===== src/rtl/jt12_pg_seq_pkg.sv =====
// Shared widths and stage-II record for the phase-generator sequencer.
package jt12_pg_seq_pkg;

    localparam int unsigned PG_SLOTS = 24;
    localparam int unsigned PG_PW    = 20;
    localparam int unsigned KC_W     = 5;
    localparam int unsigned DT_W     = 6;
    localparam int unsigned PHINC_W  = 17;
    localparam int unsigned PHOP_W   = 10;

    typedef struct packed {
        logic [KC_W-1:0]    kc;
        logic [DT_W-1:0]    dt;
        logic [PHINC_W-1:0] phinc;
    } pg_stage2_t;

endpackage


===== src/rtl/jt12_pg_comb.sv =====
// Combinational phase arithmetic: stage-I increment/keycode/detune and
// the stage-II phase-sum feeding the circular phase store.
module jt12_pg_comb
    import jt12_pg_seq_pkg::*;
#(
    parameter int unsigned PW = PG_PW
) (
    input  logic [2:0]    i_block,
    input  logic [10:0]   i_fnum,
    input  logic [4:0]    i_lfo_mod,
    input  logic [2:0]    i_pms,
    input  logic [2:0]    i_detune,
    output logic [4:0]    o_keycode,
    output logic [5:0]    o_detune,
    output logic [16:0]   o_phinc,
    input  logic [16:0]   i_phinc_II,
    input  logic [5:0]    i_detune_II,
    input  logic [3:0]    i_mul_II,
    input  logic          i_keyon_II,
    input  logic [PW-1:0] i_phase_in,
    output logic [PW-1:0] o_phase_out
);

    logic [10:0]   w_pm_prod;
    logic [10:0]   w_pm_off;
    logic [11:0]   w_fmod;
    logic [18:0]   w_phinc_wide;
    logic [5:0]    w_dt_mag;
    logic [PW-1:0] w_sum;
    logic [PW-1:0] w_scaled;

    always_comb begin
        o_keycode = {i_block, i_fnum[10],
                     i_fnum[10] ? (|i_fnum[9:7]) : (&i_fnum[9:7])};

        // LFO PM: sign in bit 4, magnitude scaled by the top fnum bits and pms
        w_pm_prod = 11'(i_fnum[10:4]) * 11'(i_lfo_mod[3:0]);
        w_pm_off  = (i_pms == 3'd0) ? '0 : (w_pm_prod >> (4'd8 - {1'b0, i_pms}));
        if (i_lfo_mod[4])
            w_fmod = ({1'b0, i_fnum} < {1'b0, w_pm_off}) ? '0
                   : ({1'b0, i_fnum} - {1'b0, w_pm_off});
        else
            w_fmod = {1'b0, i_fnum} + {1'b0, w_pm_off};

        w_phinc_wide = (19'(w_fmod) << i_block) >> 1;
        o_phinc      = (|w_phinc_wide[18:17]) ? '1 : w_phinc_wide[16:0];

        w_dt_mag = 6'(i_detune[1:0]) * (6'(o_keycode[4:2]) + 6'd1);
        o_detune = i_detune[2] ? (6'd0 - w_dt_mag) : w_dt_mag;
    end

    always_comb begin
        w_sum       = PW'(i_phinc_II) + {{(PW-6){i_detune_II[5]}}, i_detune_II};
        w_scaled    = (i_mul_II == 4'd0) ? (w_sum >> 1) : (w_sum * PW'(i_mul_II));
        o_phase_out = i_keyon_II ? '0 : (i_phase_in + w_scaled);
    end

endmodule


===== src/rtl/jt12_pg_seq.sv =====
// Slot sequencer for the 24 FM operator slots: counter, stage II/III
// pipeline registers and the 24-deep circular phase store.
module jt12_pg_seq
    import jt12_pg_seq_pkg::*;
#(
    parameter int unsigned SLOTS = PG_SLOTS,
    parameter int unsigned PW    = PG_PW
) (
    input  logic        clk,
    input  logic        rst_n,
    input  logic        clk_en,
    input  logic [2:0]  block_I,
    input  logic [10:0] fnum_I,
    input  logic [4:0]  lfo_mod,
    input  logic [2:0]  pms_I,
    input  logic [2:0]  detune_I,
    input  logic [3:0]  mul_II,
    input  logic        keyon_II,
    output logic [4:0]  keycode_II,
    output logic [9:0]  phase_op_III,
    output logic [4:0]  slot_III,
    output logic        zero
);

    pg_stage2_t    r_st2;
    logic [4:0]    r_cnt;
    logic [4:0]    r_slot_II;
    logic [4:0]    r_slot_III;
    logic          r_zero;
    logic [PW-1:0] r_store [SLOTS];

    logic [4:0]    w_keycode;
    logic [5:0]    w_detune;
    logic [16:0]   w_phinc;
    logic [PW-1:0] w_phase_out;

    jt12_pg_comb #(
        .PW (PW)
    ) u_comb (
        .i_block     (block_I),
        .i_fnum      (fnum_I),
        .i_lfo_mod   (lfo_mod),
        .i_pms       (pms_I),
        .i_detune    (detune_I),
        .o_keycode   (w_keycode),
        .o_detune    (w_detune),
        .o_phinc     (w_phinc),
        .i_phinc_II  (r_st2.phinc),
        .i_detune_II (r_st2.dt),
        .i_mul_II    (mul_II),
        .i_keyon_II  (keyon_II),
        .i_phase_in  (r_store[SLOTS-1]),
        .o_phase_out (w_phase_out)
    );

    always_ff @(posedge clk or negedge rst_n) begin
        if (!rst_n) begin
            r_cnt      <= '0;
            r_zero     <= 1'b0;
            r_st2      <= '0;
            r_slot_II  <= '0;
            r_slot_III <= '0;
            for (int unsigned i = 0; i < SLOTS; i++)
                r_store[i] <= '0;
        end else if (clk_en) begin
            r_cnt      <= (r_cnt == 5'(SLOTS-1)) ? 5'd0 : r_cnt + 5'd1;
            r_zero     <= (r_cnt == 5'd0);
            r_st2      <= '{kc: w_keycode, dt: w_detune, phinc: w_phinc};
            r_slot_II  <= r_cnt;
            r_slot_III <= r_slot_II;
            // head holds the stage-III result, so it doubles as the phase_op register
            r_store[0] <= w_phase_out;
            for (int unsigned i = 1; i < SLOTS; i++)
                r_store[i] <= r_store[i-1];
        end
    end

    assign keycode_II   = r_st2.kc;
    assign phase_op_III = r_store[0][PW-1 -: PHOP_W];
    assign slot_III     = r_slot_III;
    assign zero         = r_zero;

endmodule

===== config.mk =====
export PLATFORM = sky130hd
export DESIGN_NAME = jt12_pg_seq
export DESIGN_NICKNAME = d
export VERILOG_FILES = /design/src/rtl/jt12_pg_seq_pkg.sv /design/src/rtl/jt12_pg_comb.sv /design/src/rtl/jt12_pg_seq.sv
export SDC_FILE = /design/constraint.sdc
export NUM_CORES = 1
export LEC_CHECK = 0
export BUFFER_PORTS_ARGS = -buffer_cell sky130_fd_sc_hd__buf_2
export CAP_MARGIN = 20
export CORE_MARGIN = 3
export CORE_UTILIZATION = 30
export DETAILED_ROUTE_END_ITERATION = 6
export HOLD_SLACK_MARGIN = 0.15
export PLACE_DENSITY = 0.57
export SLEW_MARGIN = 20
export SYNTH_ARGS = -nofsm -noshare
export SYNTH_HDL_FRONTEND = slang
export SYNTH_HIERARCHICAL = 1
export SYNTH_SLANG_ARGS = --single-unit

===== constraint.sdc =====
create_clock -name clk -period 6.7 [get_ports clk]
set_input_delay 0.67 -clock clk [delete_from_list [all_inputs] [get_ports clk]]
set_output_delay 0.67 -clock clk [all_outputs]
set_load 0.01 [all_outputs]

==> flow_metrics.py, run 1 <==
metrics = {
    "finish": {
        "drive_above_1_share": 0.4022,
        "post-route-cell-area_um2": 32540,
        "antenna_cells": 0,
        "syn_to_final_growth_pct": 17.28,
        "fin_nets": 2506,
    },
    "sta": {
        "period_share": 0.9812,
        "setup_slack_ns": 0.1256,
        "final-hold-violation-count": 0,
        "final_max_slew_viol_count": 0,
        "relSlewSlack": 0.2271,
        "fin_crit_ns": 6.574,
        "fin_worst_skew_ns": 0.01696,
        "rsz0062_at_grt": "yes",
        "worst_pin_slew_ns": 1.130,
        "setup_viol": 0,
        "fmaxAchievable_mhz": 152.1,
    },
    "floorplan": {
        "start_util": 0.3054,
        "rows": 110,
        "fp.dieW_um": 310.1,
        "die_y_um": 310.1,
        "die_area_um2": 96160,
        "num_io_pins": 54,
        "core_um2": 90840,
    },
    "worst_hold_path": {
        "worstHoldPathCells": 1,
        "hold_class": "reg2reg",
    },
    "global_routing": {
        "grt_max_degree": 133,
        "antenna_found_initial": 4,
        "grt_first_pass_wirelength_mm": 86.35,
        "overflow": 0,
        "grt.total_usage": 0.1060,
        "grt_pass1_vias": 17165,
    },
    "worst_setup_path": {
        "slowest_delay_ns": 0.53,
        "critical_path.max_fanout": 4,
        "critPathKind": "reg2reg",
        "required_ns": 7.18,
        "cp.depth": 31,
        "path_delay_family": "adder cells",
        "reg2reg_depth": 31,
        "slowest_stage": "fa_1",
        "cp-start-kind": "flip-flop",
        "cp.arrival_ns": 7.05,
        "crit_top_cell": "a21oi_2",
        "worst-path-buf-inv": 3,
        "setup.worst_path.end_class": "flip-flop",
    },
    "yosys": {
        "netlist_instances": 2146,
        "ys.flop_type": "dfrtp_1",
        "yosysUniqueCellTypes": 83,
        "syn_area_um2": 27740,
        "ys_seq_area_frac": 0.4727,
        "synth_warnings": 6,
        "ys_ff_latch": 524,
        "synth_simple_gate_area_share": 0.06634,
        "synthXorXnorAreaFrac": 0.02021,
        "synthAdderAreaFrac": 0.08245,
        "syn_area_per_cell_um2": 12.93,
        "synth_edf_count": 0,
        "syn-num-nets": 2333,
        "synth_top_family_by_area": "multiplexers",
        "async_reset_ff_frac": 1.000,
        "synth.area.mux_share": 0.2506,
        "synth_compound_area_frac": 0.06400,
    },
    "clock_tree": {
        "cts_tree": "done",
        "cts_root_buf": "clkbuf_16",
        "htreeDepth": 2,
        "clock_latency_ns": 0.60,
        "path_clk_slew_ns": 0.06,
        "cts.sink_count": 524,
        "cts_buffers": 55,
        "clock_path_buffers": 3,
    },
    "placed_design": {
        "gp_congestion": 0.8472,
        "portBuffers": 53,
        "pre_cts_ws_ns": -0.5014,
        "dp_hpwl_mm": 35.02,
        "dpl_cell_area_um2": 29930,
    },
    "drt": {
        "drtIter0Drc": 754,
        "wirelength_mm": 51.37,
        "firstDrtPassIters": 5,
        "drc": 0,
        "wire_per_inst_um": 14.52,
        "drtAntennaViolNets": 0,
        "vias": 16390,
        "viasPerCell": 4.633,
    },
    "status": {
        "run_status": "finished clean",
    },
    "run": {
        "maxCapViolCount": 0,
    },
}
-- stage by stage --
step / cells / setup TNS (ns) / utilization / hold WS (ns)
finish: 3538 / 0 / 0.3582 / 0.4882
CTS: 3519 / 0 / 0.3515 / 0.4723
floorplan: 2146 / 0 / - / 0.3744
global route: 3538 / -0.4504 / 0.3582 / 0.5065
global placement: 3413 / -2.795 / 0.3295 / 0.4840
detailed placement: 3413 / -5.380 / 0.3295 / 0.4871
-- worst register-to-register path, delay by kind of cell (launching register included) --
family,cells,cell delay [ns]
DFF,1,0.38
xor gates and xnor gates,3,0.35
buffers and inverters,3,0.17
and+or+nand+nor,5,0.94
AOI/OAI and AO/OA,12,1.97
muxes,2,0.52
adders and majority gates,6,2.12
-- placed cells by master (no fill, tap or decap), drive strengths merged, types with 48 or more instances in the layout --
cell type  netlist  final
o21ai           49     49
inv            125    129
buf             79    221
ha             106    106
fa              48     48
nand2           83     83
mux2           526    526
a21oi           75     75
and2            72     72
dfrtp          524    524
clkbuf          27     72
nor2            74     74
-- path summary, 6_finish.rpt --
kind	end	startpoint	slack (ns)
max	phase_op_III[9]	r_st2[17]	0.13
min	r_store[193]	r_store[213]	0.49
max reg2reg	phase_op_III[9]	r_st2[17]	0.13
min reg2reg	r_store[193]	r_store[213]	0.49
max in group asynchronous	r_cnt[3]	rst_n	4.59
min in group asynchronous	r_store[281]	rst_n	0.73
-- logic make-up after synthesis --
| family | count (synthesis) |
|---|---|
| buf+inv | 231 |
| fa+ha+maj | 154 |
| xor+xnor | 64 |
| simple gates | 359 |
| compound gates | 264 |
| mux | 550 |
| flops | 524 |
-- per-layer routing --
| layer | track usage | vias up | wire [µm] |
|---|---|---|---|
| li1 | - | 7867 | - |
| met1 | 0.1449 | 8246 | 24570 |
| met2 | 0.1759 | 190 | 24200 |
| met3 | 0.01661 | 85 | 1414 |
| met4 | 0.02750 | 2 | 1171 |
| met5 | 0 | - | 13 |
-- Yosys cell counts (all sizes together) (5+ instances only) --
cell    number  area, µm²
fa          48      960.9
dfrtp      524      13110
a21o        18      135.1
o31ai        5      42.54
o21bai      11      82.58
o211ai      10      75.07
mux2       526       6674
nor3        29      145.1
mux2i       21      210.2
or3          7      43.79
a21boi       7      52.55
nor2        74      277.8
inv        125      469.2
a21oi       75      379.1
ha         106       1326
nand2       83      314.1
and2        72      450.4
buf         79      643.1
o21a        13      97.59
xnor2       45      394.1
a22oi        5      37.54
a211oi      10      75.07
a31oi        6      37.54
and3         9      56.30
nor2b       18      112.6
o21ai       49      245.2
nand3       16      85.08
nand4        5      31.28
clkbuf      27      101.4
nand2b      21      131.4
xor2        19      166.4
-- timing repair --
item | CTS | global route
setup buffers | 5 | 19
pin swaps | 6 | 75
hold buffers | 1 | 0
gates resized for setup | 15 | 101
endpoints found under the hold margin | 89 | 0
endpoints found under the setup margin | 2 | 18
-- layout make-up --
type                       count  area, µm²
fill                        8772      58300
clock buffer                  72       1510
timing repair buffer         222       1610
clock inverter                28      360.3
tap                         1176       1471
multi-input combinational   1391      14000
inverter                     125      471.7
sequential                   524      13110
-- registers in the layout, indices dropped and copies added, names as in the netlist --
name	flops
keycode_II	5
r_slot_II	5
r_cnt	5
r_store	470
zero	1
phase_op_III	10
slot_III	5
r_st2	23
Power of run 1 is not shown: default switching activity piles up to over one toggle a cycle in this logic, so the estimate is an artifact.
==> run 2, diff against run 1 <==
Settings changed: ABC_AREA set to 1, CORE_UTILIZATION 30 to 55, PLACE_DENSITY 0.57 to 0.85.
==> run 2 against run 1 <==
  * Flip-flop and latch count unchanged
  * Setup slack improved by 0.27 ns
  * Cell count up 20%
  * Final area decreased by 8.5%
  * Sequential share of layout area grew 3.8 points
  * Clock-buffer cell count stayed put
  * Hold slack lost 0.024 ns
  * Clock skew is 0.0060 ns lower
  * Wire length rose by 8.1%
  * Critical path depth rose by 6
  * Global-route usage increased by 10 points
  * Die area down 45%
  * Critical endpoint unchanged
==> flow_metrics.py, run 2 <==
metrics = {
    "pwr": {
        "leakagePower_nw": 17.21,
        "finalPower_mw": 12.05,
        "powerDensity_nw_per_um2": 404.8,
        "switching_share": 0.4027,
        "power_frac_seq": 0.356,
        "switching_power_mw": 4.852,
        "vdd_drop_max_mv": 0.2812,
        "p_comb_frac": 0.422,
        "power_frac_clock": 0.222,
        "p_int_mw": 7.195,
    },
    "clock_tree": {
        "cts_tree": "done",
        "cts_root_buf": "clkbuf_16",
        "cts.sink_count": 524,
        "htreeDepth": 2,
        "path_clk_slew_ns": 0.06,
        "cts_buffers": 48,
        "clock_latency_ns": 0.58,
        "clock_path_buffers": 3,
    },
    "floorplan": {
        "die_area_um2": 52800,
        "core_um2": 49250,
        "fp.dieW_um": 229.8,
        "start_util": 0.5592,
        "num_io_pins": 54,
        "rows": 81,
        "die_y_um": 229.8,
    },
    "sta": {
        "setup_slack_ns": 0.3933,
        "final_max_slew_viol_count": 0,
        "relSlewSlack": 0.2880,
        "final-hold-violation-count": 0,
        "fin_crit_ns": 6.307,
        "timing.hold.ws_ns": 0.4643,
        "setup_viol": 0,
        "fin_worst_skew_ns": 0.01096,
        "fmaxAchievable_mhz": 158.6,
        "period_share": 0.9413,
        "worst_pin_slew_ns": 1.068,
    },
    "global_routing": {
        "overflow": 0,
        "grt_pass1_vias": 20183,
        "grt_max_degree": 228,
        "antenna_found_initial": 5,
        "grt.total_usage": 0.2101,
        "grt_first_pass_wirelength_mm": 95.39,
    },
    "status": {
        "run_status": "finished clean",
    },
    "run": {
        "maxCapViolCount": 0,
    },
    "drt": {
        "wirelength_mm": 55.51,
        "drtAntennaViolNets": 0,
        "vias": 21567,
        "wire_per_inst_um": 13.10,
        "firstDrtPassIters": 6,
        "viasPerCell": 5.090,
        "drc": 0,
        "drtIter0Drc": 2094,
    },
    "worst_setup_path": {
        "cp-start-kind": "flip-flop",
        "reg2reg_to": "phase_op_III[9]",
        "worstReg2RegStart": "r_st2[0]",
        "path_delay_family": "adder cells",
        "crit_top_cell": "nand2_1",
        "required_ns": 7.21,
        "setup.worst_path.end_class": "flip-flop",
        "critPathKind": "reg2reg",
        "reg2reg_depth": 37,
        "slowest_stage": "fa_1",
        "critical_path.max_fanout": 4,
        "cp.arrival_ns": 6.82,
        "r2r_setup_slack_ns": 0.39,
        "slowest_delay_ns": 0.52,
        "worst-path-buf-inv": 6,
    },
    "placed_design": {
        "dp_hpwl_mm": 36.29,
        "gp_congestion": 0.9013,
        "pre_cts_ws_ns": 0.2357,
        "dpl_cell_area_um2": 27990,
        "portBuffers": 53,
    },
    "yosys": {
        "synth_warnings": 6,
        "post-synth-top-area-fraction": 0.4761,
        "ys_seq_area_frac": 0.4761,
        "yosysUniqueCellTypes": 55,
        "syn_area_per_cell_um2": 7.705,
        "ys.flop_type": "dfrtp_1",
        "synth_common_cells": "nand2_1, dfrtp_1, inv_1, nor2_1",
        "syn_area_um2": 27540,
        "ys_ff_latch": 524,
        "async_reset_ff_frac": 1.000,
        "synth_top_cell_by_area": "dfrtp_1",
        "synthTopCellsByArea": "dfrtp_1, nand2_1, ha_1",
        "yosysMostFrequentCell": "nand2_1",
        "syn-num-nets": 3762,
        "netlist_instances": 3575,
        "synth_edf_count": 0,
    },
    "finish": {
        "drive_above_1_share": 0.06161,
        "regMostFlops": "r_store",
        "final_cell_mix": "nand2_1, dfrtp_1, inv_1",
        "largest_reg_flops": 470,
        "final_core_util": 0.6042,
        "final_common_cell": "nand2_1",
        "post-route-cell-area_um2": 29760,
        "fin_nets": 3726,
        "syn_to_final_growth_pct": 8.036,
    },
    "worst_hold_path": {
        "hold_class": "reg2reg",
        "hp-start": "keycode_II[3]",
        "worstHoldPathCells": 2,
        "hold_path_end": "keycode_II[3]",
    },
}
[run 2: changes by cell type after synthesis, moves of 22 or more]
cell,before,now
buf_6,23,1
nor2_1,74,127
inv_1,125,274
and2_1,71,2
nand2_1,82,1887
mux2_4,200,0
nand3_1,15,90
mux2_2,325,0
xnor2_1,45,15
buf_2,13,106
[run 2: per-stage QoR]
step / setup TNS (ns) / std cells
floorplan: 0 / 3575
global placement: 0 / 4147
detailed placement: 0 / 4147
CTS: 0 / 4230
global route: -0.08382 / 4235
finish: 0 / 4237
[run 2: power groups by stage]
stage                     combinational [mW]  clock (mW)  sequential (mW)
after CTS                               4.90        2.73             4.28
after global placement                  4.76           0             4.30
after detailed placement                4.86           0             4.32
final                                   5.09        2.67             4.29
after global routing                    5.82        2.85             4.37
after floorplan                         3.80           0             4.21
[run 2: repair_timing]
action,4_1_cts,5_1_grt
buffers inserted,0,5
endpoints found under the hold margin,64,0
endpoints found under the setup margin,0,4
resized for setup,0,31
hold buffers,1,0
[run 2: kinds of logic (layout without fill, tap and decap cells)]
| kind of cell | count (synthesis) | count (layout) | share of synthesized area |
|---|---|---|---|
| and+or+nand+nor | 2177 | 2177 | 0.3096 |
| DFF | 524 | 524 | 0.4761 |
| buffers and inverters | 443 | 439 | 0.06909 |
| AOI/OAI and AO/OA | 229 | 229 | 0.04679 |
| adders and majority gates | 154 | 154 | 0.08304 |
| xor gates and xnor gates | 45 | 45 | 0.01431 |
| muxes | 3 | 3 | 0.001090 |
| other | 0 | 2 | 0 |
[run 2: tightest hold or removal path, delay by kind of cell, from the launching register on]
family	cells	cell delay, ns
DFF	1	0.33
and+or+nand+nor	2	0.10
[run 2: layout make-up]
cell class                      instances  area [µm²]
Fill cell                            4209       19500
Sequential cell                       524       13110
Multi-Input combinational cell       2608       12680
Clock buffer                           72        1453
Inverter                              286        1089
Tap cell                              664       830.8
Timing Repair Buffer                   71       489.2
Clock inverter                         10       96.34
Antenna cell                            2       5.005
[run 2: routing by layer]
layer  wire length (µm)  share of wire  track usage  up-vias
met4                998          0.018      0.04404        2
met1              26560           0.48       0.3148    10204
met5                 13        0.00023            0        -
li1                   -              -            -    10845
met3               2877          0.052      0.03394       80
met2              25060           0.45       0.3261      436
[run 2: how the worst max path moves through the flow]
stage                     cells past startpoint  startpoint  slack [ns]         endpoint
after floorplan                              35   r_st2[22]        0.81  phase_op_III[9]
after global placement                       37    r_st2[0]        0.36  phase_op_III[9]
after detailed placement                     37    r_st2[0]        0.24  phase_op_III[9]
after CTS                                    37    r_st2[0]        0.21  phase_op_III[9]
after global routing                         37   r_st2[17]       -0.08  phase_op_III[9]
final                                        37    r_st2[0]        0.39  phase_op_III[9]
Note: power is estimated with default switching activity, not from simulation.
